<file path="config.mk">
export PLATFORM = sky130hd
export DESIGN_NAME = lcd_write_sequencer
export DESIGN_NICKNAME = d
export VERILOG_FILES = /design/src/rtl/lcd_ctrl_pkg.sv /design/src/rtl/lcd_delay_timer.sv /design/src/rtl/lcd_write_sequencer.sv
export SDC_FILE = /design/constraint.sdc
export NUM_CORES = 1
export LEC_CHECK = 0
export CAP_MARGIN = 10
export CORE_UTILIZATION = 63
export CTS_CLUSTER_DIAMETER = 100
export DETAILED_ROUTE_END_ITERATION = 8
export DONT_BUFFER_PORTS = 1
export PLACE_DENSITY = 0.79
export SYNTH_ARGS = -nofsm -noshare
export SYNTH_HDL_FRONTEND = slang
export SYNTH_SLANG_ARGS = --single-unit
export TNS_END_PERCENT = 100
</file>
<file path="constraint.sdc">
create_clock -name clk -period 3.55 [get_ports clk]
set_input_delay 0.71 -clock clk [delete_from_list [all_inputs] [get_ports clk]]
set_output_delay 0.71 -clock clk [all_outputs]
set_load 0.03 [all_outputs]
</file>
<file path="src/rtl/lcd_ctrl_pkg.sv">
// Shared types and constants for the character-LCD 4-bit write sequencer.
// Optional power-on init is selected in lcd_write_sequencer by LCD_POWERON_INIT_EN.
package lcd_ctrl_pkg;

    typedef enum logic [3:0] {
        StPwrWait,
        StInitNib,
        StIdle,
        StSetupHi,
        StPulseHi,
        StGap,
        StSetupLo,
        StPulseLo,
        StExecWait
    } state_t;

    typedef enum logic [1:0] {
        PhSetup,
        PhPulse,
        PhWait
    } init_phase_t;

    localparam int unsigned NumInitNibbles = 4;
    // Nibble i of the init sequence lives in bits [4*i +: 4].
    localparam logic [15:0] InitNibbles  = {4'h2, 4'h3, 4'h3, 4'h3};
    localparam logic [7:0]  ClearHomeMax = 8'h03;

    // Counters hold (delay - 1), so values 0 .. max_val-1 must fit.
    function automatic int unsigned counter_width(input int unsigned max_val);
        return (max_val < 2) ? 1 : $clog2(max_val);
    endfunction

    function automatic int unsigned max2(input int unsigned a, input int unsigned b);
        return (a > b) ? a : b;
    endfunction

endpackage

</file>
<file path="src/rtl/lcd_delay_timer.sv">
// Loadable down-counter shared by every wait state; done pulses for one cycle
// when a loaded count has run out.
module lcd_delay_timer #(
    parameter int unsigned WIDTH = 8
) (
    input  logic             clk,
    input  logic             load,
    input  logic [WIDTH-1:0] value,
    output logic             done
);

    logic [WIDTH-1:0] count_q;
    logic             armed_q;

    always_ff @(posedge clk) begin
        if (load) begin
            count_q <= value;
            armed_q <= 1'b1;
        end else if (count_q != '0) begin
            count_q <= count_q - WIDTH'(1);
        end else begin
            armed_q <= 1'b0;
        end
    end

    assign done = armed_q && (count_q == '0);

endmodule

</file>
<file path="src/rtl/lcd_write_sequencer.sv">
// Request-driven byte writer for the LCD 4-bit bus: high nibble, gap, low nibble, exec wait.
// Define LCD_POWERON_INIT_EN to run the power-on init nibble sequence after every reset.
module lcd_write_sequencer
    import lcd_ctrl_pkg::*;
#(
    parameter int unsigned T_SETUP      = 2,
    parameter int unsigned T_EPULSE     = 12,
    parameter int unsigned T_NIBBLE_GAP = 50,
    parameter int unsigned T_CMD_WAIT   = 2000,
    parameter int unsigned T_CLEAR_WAIT = 82000,
    parameter int unsigned T_POWERON    = 750000,
    parameter int unsigned T_INIT1      = 205000,
    parameter int unsigned T_INIT2      = 5000
) (
    input  logic       clk,
    input  logic       rst,
    input  logic       req_valid,
    output logic       req_ready,
    input  logic       req_rs,
    input  logic [7:0] req_data,
    output logic       busy,
    output logic       sf_e,
    output logic       lcd_e,
    output logic       lcd_rs,
    output logic       lcd_rw,
    output logic [3:0] lcd_d
);

    localparam int unsigned MaxDelay =
        max2(max2(max2(T_SETUP, T_EPULSE), max2(T_NIBBLE_GAP, T_CMD_WAIT)),
             max2(max2(T_CLEAR_WAIT, T_POWERON), max2(T_INIT1, T_INIT2)));
    localparam int unsigned CW = counter_width(MaxDelay);

    typedef logic [CW-1:0] cnt_t;

`ifdef LCD_POWERON_INIT_EN
    localparam state_t ResetState = StPwrWait;
`else
    localparam state_t ResetState = StIdle;
`endif

    state_t      state_q, state_d;
    init_phase_t phase_q, phase_d;
    logic [1:0]  idx_q, idx_d;
    logic [7:0]  data_q, data_d;
    logic        rs_q, rs_d;
    logic        long_q, long_d;

    logic        load_ns;
    cnt_t        next_value;
    logic        tmr_load;
    cnt_t        tmr_value;
    logic        tmr_done;

    logic        e_d, lrs_d, ready_d, busy_d;
    logic [3:0]  d_d;
    logic        accept;

    function automatic cnt_t init_wait(input logic [1:0] idx);
        case (idx)
            2'd0:    return cnt_t'(T_INIT1 - 1);
            2'd1:    return cnt_t'(T_INIT2 - 1);
            default: return cnt_t'(T_CMD_WAIT - 1);
        endcase
    endfunction

    // Reset reloads the timer so PWR_WAIT starts counting on the reset edge itself.
    assign tmr_load  = rst | load_ns;
    assign tmr_value = rst ? cnt_t'(T_POWERON - 1) : next_value;

    lcd_delay_timer #(
        .WIDTH(CW)
    ) u_timer (
        .clk  (clk),
        .load (tmr_load),
        .value(tmr_value),
        .done (tmr_done)
    );

    assign accept = (state_q == StIdle) && req_ready && req_valid;

    always_ff @(posedge clk) begin
        if (rst) begin
            state_q   <= ResetState;
            phase_q   <= PhSetup;
            idx_q     <= '0;
            data_q    <= '0;
            rs_q      <= 1'b0;
            long_q    <= 1'b0;
            sf_e      <= 1'b1;
            lcd_e     <= 1'b0;
            lcd_rs    <= 1'b0;
            lcd_rw    <= 1'b0;
            lcd_d     <= '0;
            req_ready <= 1'b0;
            busy      <= 1'b1;
        end else begin
            state_q   <= state_d;
            phase_q   <= phase_d;
            idx_q     <= idx_d;
            data_q    <= data_d;
            rs_q      <= rs_d;
            long_q    <= long_d;
            sf_e      <= 1'b1;
            lcd_e     <= e_d;
            lcd_rs    <= lrs_d;
            lcd_rw    <= 1'b0;
            lcd_d     <= d_d;
            req_ready <= ready_d;
            busy      <= busy_d;
        end
    end

    always_comb begin
        state_d    = state_q;
        phase_d    = phase_q;
        idx_d      = idx_q;
        data_d     = data_q;
        rs_d       = rs_q;
        long_d     = long_q;
        load_ns    = 1'b0;
        next_value = '0;
        unique case (state_q)
            StPwrWait: begin
                if (tmr_done) begin
                    state_d    = StInitNib;
                    phase_d    = PhSetup;
                    idx_d      = '0;
                    load_ns    = 1'b1;
                    next_value = cnt_t'(T_SETUP - 1);
                end
            end
            StInitNib: begin
                if (tmr_done) begin
                    load_ns = 1'b1;
                    unique case (phase_q)
                        PhSetup: begin
                            phase_d    = PhPulse;
                            next_value = cnt_t'(T_EPULSE - 1);
                        end
                        PhPulse: begin
                            phase_d    = PhWait;
                            next_value = init_wait(idx_q);
                        end
                        default: begin
                            if (idx_q == 2'(NumInitNibbles - 1)) begin
                                state_d = StIdle;
                                load_ns = 1'b0;
                            end else begin
                                idx_d      = idx_q + 2'd1;
                                phase_d    = PhSetup;
                                next_value = cnt_t'(T_SETUP - 1);
                            end
                        end
                    endcase
                end
            end
            StIdle: begin
                if (accept) begin
                    data_d     = req_data;
                    rs_d       = req_rs;
                    long_d     = !req_rs && (req_data <= ClearHomeMax);
                    state_d    = StSetupHi;
                    load_ns    = 1'b1;
                    next_value = cnt_t'(T_SETUP - 1);
                end
            end
            StSetupHi: begin
                if (tmr_done) begin
                    state_d    = StPulseHi;
                    load_ns    = 1'b1;
                    next_value = cnt_t'(T_EPULSE - 1);
                end
            end
            StPulseHi: begin
                if (tmr_done) begin
                    state_d    = StGap;
                    load_ns    = 1'b1;
                    next_value = cnt_t'(T_NIBBLE_GAP - 1);
                end
            end
            StGap: begin
                if (tmr_done) begin
                    state_d    = StSetupLo;
                    load_ns    = 1'b1;
                    next_value = cnt_t'(T_SETUP - 1);
                end
            end
            StSetupLo: begin
                if (tmr_done) begin
                    state_d    = StPulseLo;
                    load_ns    = 1'b1;
                    next_value = cnt_t'(T_EPULSE - 1);
                end
            end
            StPulseLo: begin
                if (tmr_done) begin
                    state_d    = StExecWait;
                    load_ns    = 1'b1;
                    next_value = long_q ? cnt_t'(T_CLEAR_WAIT - 1) : cnt_t'(T_CMD_WAIT - 1);
                end
            end
            StExecWait: begin
                if (tmr_done) begin
                    state_d = StIdle;
                end
            end
            default: state_d = StIdle;
        endcase
    end

    // Outputs are decoded from the next state so the registered pins line up with the state.
    always_comb begin
        e_d     = 1'b0;
        lrs_d   = 1'b0;
        d_d     = '0;
        ready_d = 1'b0;
        busy_d  = 1'b1;
        unique case (state_d)
            StInitNib: begin
                d_d = InitNibbles[{idx_d, 2'b00} +: 4];
                e_d = (phase_d == PhPulse);
            end
            StIdle: begin
                ready_d = 1'b1;
                busy_d  = 1'b0;
                d_d     = data_d[3:0];
                lrs_d   = rs_d;
            end
            StSetupHi, StGap: begin
                d_d   = data_d[7:4];
                lrs_d = rs_d;
            end
            StPulseHi: begin
                d_d   = data_d[7:4];
                lrs_d = rs_d;
                e_d   = 1'b1;
            end
            StSetupLo, StExecWait: begin
                d_d   = data_d[3:0];
                lrs_d = rs_d;
            end
            StPulseLo: begin
                d_d   = data_d[3:0];
                lrs_d = rs_d;
                e_d   = 1'b1;
            end
            default: ;
        endcase
    end

endmodule
</file>
==> summary.md <==
| Metric | Value |
|---|---|
| CTS resizes | 0 |
| Total clock sinks | 47 |
| Clock power frac | between 20 and 30% |
| First drt pass iteration count | 5 |
| VDD IR-drop max | around 0.00028 V |
| CP Data Required Time | 3.57 ns |
| Die X | around 70 um |
| Net Sw Frac | between 20% and 30% |
| Vias in the first global route | roughly 2000 |
| Core Rows | 23 |
| DIE AREA | 4670 sq um |
| Dpl hpwl | ~4300 um |
| Synthesized area | between 2000 and 3000 sq um |
| Layout Cells excl Fill | 341 |
| Power Density | about 370 nW/um^2 |
| Worst-path clk slew | 0.08 ns |
| Synth cell types | 62 |
| CTS buffer count | 5 |
| Yosys top cell area share | approximately 22% |
| Most frequent cell after synthesis | nor2_1 |
| Fin. max-slew vios | 0 |
| Seq pwr share | between 60 and 70% |
| Layout cells sized above 1 | 8.25% |
| Hold crit path type | reg -> reg |
| Routed wire length | 5860 um |
| Post-Syn Nets | ~310 |
| Postcts setup bufs | 0 |
| Placed inst area | 2740 sq um |
| Core box area | slightly above 4000 sq um |
| DRC | 0 |
| Vias/cell | approximately 6.3 |
| Max-slew headroom | between 40% and 50% |
| Root Driver | clkbuf_8 |
| Diode count | 0 |
| Slew at the pin with the worst max-slew slack | 0.851 ns |
| Crit path from | u_timer.count_q[5] |
| Hold buffer count at CTS | 0 |
| Clock Latency Late Sink | approximately 0.3 ns |
| Worst hold start | long_q |
| Top layer in use | met4 |
| Fin area | around 2800 sq um |
| P_leak | just over 0.9 nW |
| DR WL/cell | 17.2 um |
| Area growth, synth to finish | 2.12% |
| Mapped Cells | about 300 |
| CTS tree | yes |
| FF+latch count, synth | 47 |
| Syn avg cell area | between 9 and 10 sq um |
| NetSw | 268 uW |
| CTS max path bufs | 2 |
| Wire length on met3 | 342 um |
| Num ports | 22 |
| Max Cap Viol | 0 |
| Cell taking the most area after synthesis | edfxtp_1 |
| First-pass GRT wire length | 9290 um |
| Outcome | finished, final reports clean |
| Hold Fails Final Rpt | 0 |
| Seq. cell area | about 1100 sq um |
| Remaining Overflow, GRT | 0 |
| Fin Clk Skew | between 0.004 and 0.005 ns |
| Hold slack final | roughly 0.48 ns |
| Met2 wire length | 2790 um |
| IO buf count | 0 |
| Post-synth top flop | dfxtp_1 |
| Multi-input logic area | 1490 sq um |
| NumNets Final | about 300 |
| Final Cycle Share | between 70% and 80% |
| DR vias | approximately 2200 |
| P_int | 768 uW |
| WL met1 | 2620 um |
| Largest net degree at the start of global routing | 41 |
| Worst EP arrival | approximately 2.8 ns |
| Post-synth EDFFs | 20 |
| GR Util All Layers | between 20 and 30% |
| TNS Setup | 0 ns |
| Worst r2r src | u_timer.count_q[5] |
| Placed insts | approximately 330 |
| Asr flop ratio synth | 0% |
| Setup CP Type | reg -> reg |
| Synthesis Warnings | 0 |
| Die Ht | about 70 um |
| Final Wtd Congestion | between 0.9 and 1 |
| H-tree depth | 2 |
| RSZ-0062 raised after global routing | no |
| Final worst path period need | 2.82 ns |
| Worst Setup End Kind | flip-flop |
| Antenna-violating nets left | 0 |
| Setup-failing EPs final | 0 |
| Initial Utilization | 67.4% |
| Critical path fanouts, max | 11 |
| Antenna violations before repair | 0 |
| Iteration-0 DRC Markers | 96 |
| Largest cells by area after synthesis | edfxtp_1, dfxtp_1, nor2_1 |
| Maximum clock rate | 0.355 GHz |
| Most common library cells after synthesis | nor2_1, dfxtp_1, nand2_1, edfxtp_1, nor3_1 |
| Startpoint Class | flip-flop |
| Logic pwr share | 9.3% |
| FF-to-FF setup slack | ~0.73 ns |
| Sequential fraction of the synthesis area | approximately two fifths |
| Total of fill cells in the finished design | roughly 340 |
-- flip-flops by register name, indices dropped and copies added, names as in the netlist, 2 cells and up --
name,flops
data_q,8
phase_q,2
u_timer.count_q,20
lcd_d,4
state_q,4
idx_q,2
-- placed cells by master, fill, tap and decap left out, drive strengths merged, types with 4 or more instances in the layout --
master  synthesis  layout
a21oi          10      10
a31oi           8       8
clkbuf          7       5
dfxtp          27      27
edfxtp         20      20
inv             7       7
mux2i          11      11
nand2          25      25
nand2b          4       4
nand3          14      14
nand4           6       6
nor2           32      32
nor3           19      19
nor4            5       5
o211ai          4       4
o21ai          13      13
o31ai           6       6
or3             9       9
or4             4       4
xnor2           7       7
xor2            9       9
-- power by group through the flow --
| stage | Sequential, mW | Clock [mW] | Combinational [mW] |
|---|---|---|---|
| 2_1_floorplan | 0.634 | 0 | 0.0871 |
| 3_3_place_gp | 0.641 | 0 | 0.0941 |
| 3_5_place_dp | 0.643 | 0 | 0.0945 |
| 4_1_cts | 0.630 | 0.314 | 0.0958 |
| 5_1_grt | 0.635 | 0.333 | 0.109 |
| 6_report | 0.630 | 0.310 | 0.0962 |
-- kinds of logic after synthesis --
| family | share of synthesized area, % |
|---|---|
| AND/OR/NAND/NOR | 26.7 |
| other | 0.271 |
| flip-flops | 41.1 |
| adder cells (fa/ha/maj) | 0.902 |
| AO/OA/AOI/OAI | 16.4 |
| buffers and inverters | 5.10 |
| XOR/XNOR | 5.05 |
| multiplexers | 4.38 |
-- cell type report --
class / count / share of cell area [%]
Sequential cell: 47 / 40.3
Timing Repair Buffer: 3 / 0.795
Inverter: 7 / 0.928
Tap cell: 50 / 2.21
Clock buffer: 5 / 2.43
Multi-Input combinational cell: 226 / 52.7
Clock inverter: 3 / 0.707
-- per-layer routing --
layer	up-vias	GRT usage, %
met5	-	0
met4	0	9.64
met3	10	4.50
met2	78	45.1
met1	988	36.9
li1	1080	-
-- per-stage QoR --
stage | util, % | power (mW) | setup WS (ns)
2_1_floorplan | - | 0.721 | 0.898
3_3_place_gp | 66.7 | 0.735 | 0.816
3_5_place_dp | 66.7 | 0.737 | 0.727
4_1_cts | 68.8 | 1.04 | 0.725
5_1_grt | 68.8 | 1.08 | 0.532
6_report | 68.8 | 1.04 | 0.734
-- final timing paths --
| path | end | cells past startpoint |
|---|---|---|
| hold / removal | long_q | 2 |
| setup reg to reg | u_timer.count_q[19] | 8 |
| setup / recovery | u_timer.count_q[19] | 8 |
| hold reg to reg | long_q | 2 |
-- worst max-delay path, cell delays in order (launching register included) --
cell and delay [ns]:
edfxtp_1 0.49, nor4_4 0.38, and2_1 0.37, nand3_2 0.22, o31ai_2 0.26, buf_4 0.18
nor2_1 0.06, nand2_1 0.31, buf_4 0.26
Power figures use the tool's default switching activity.
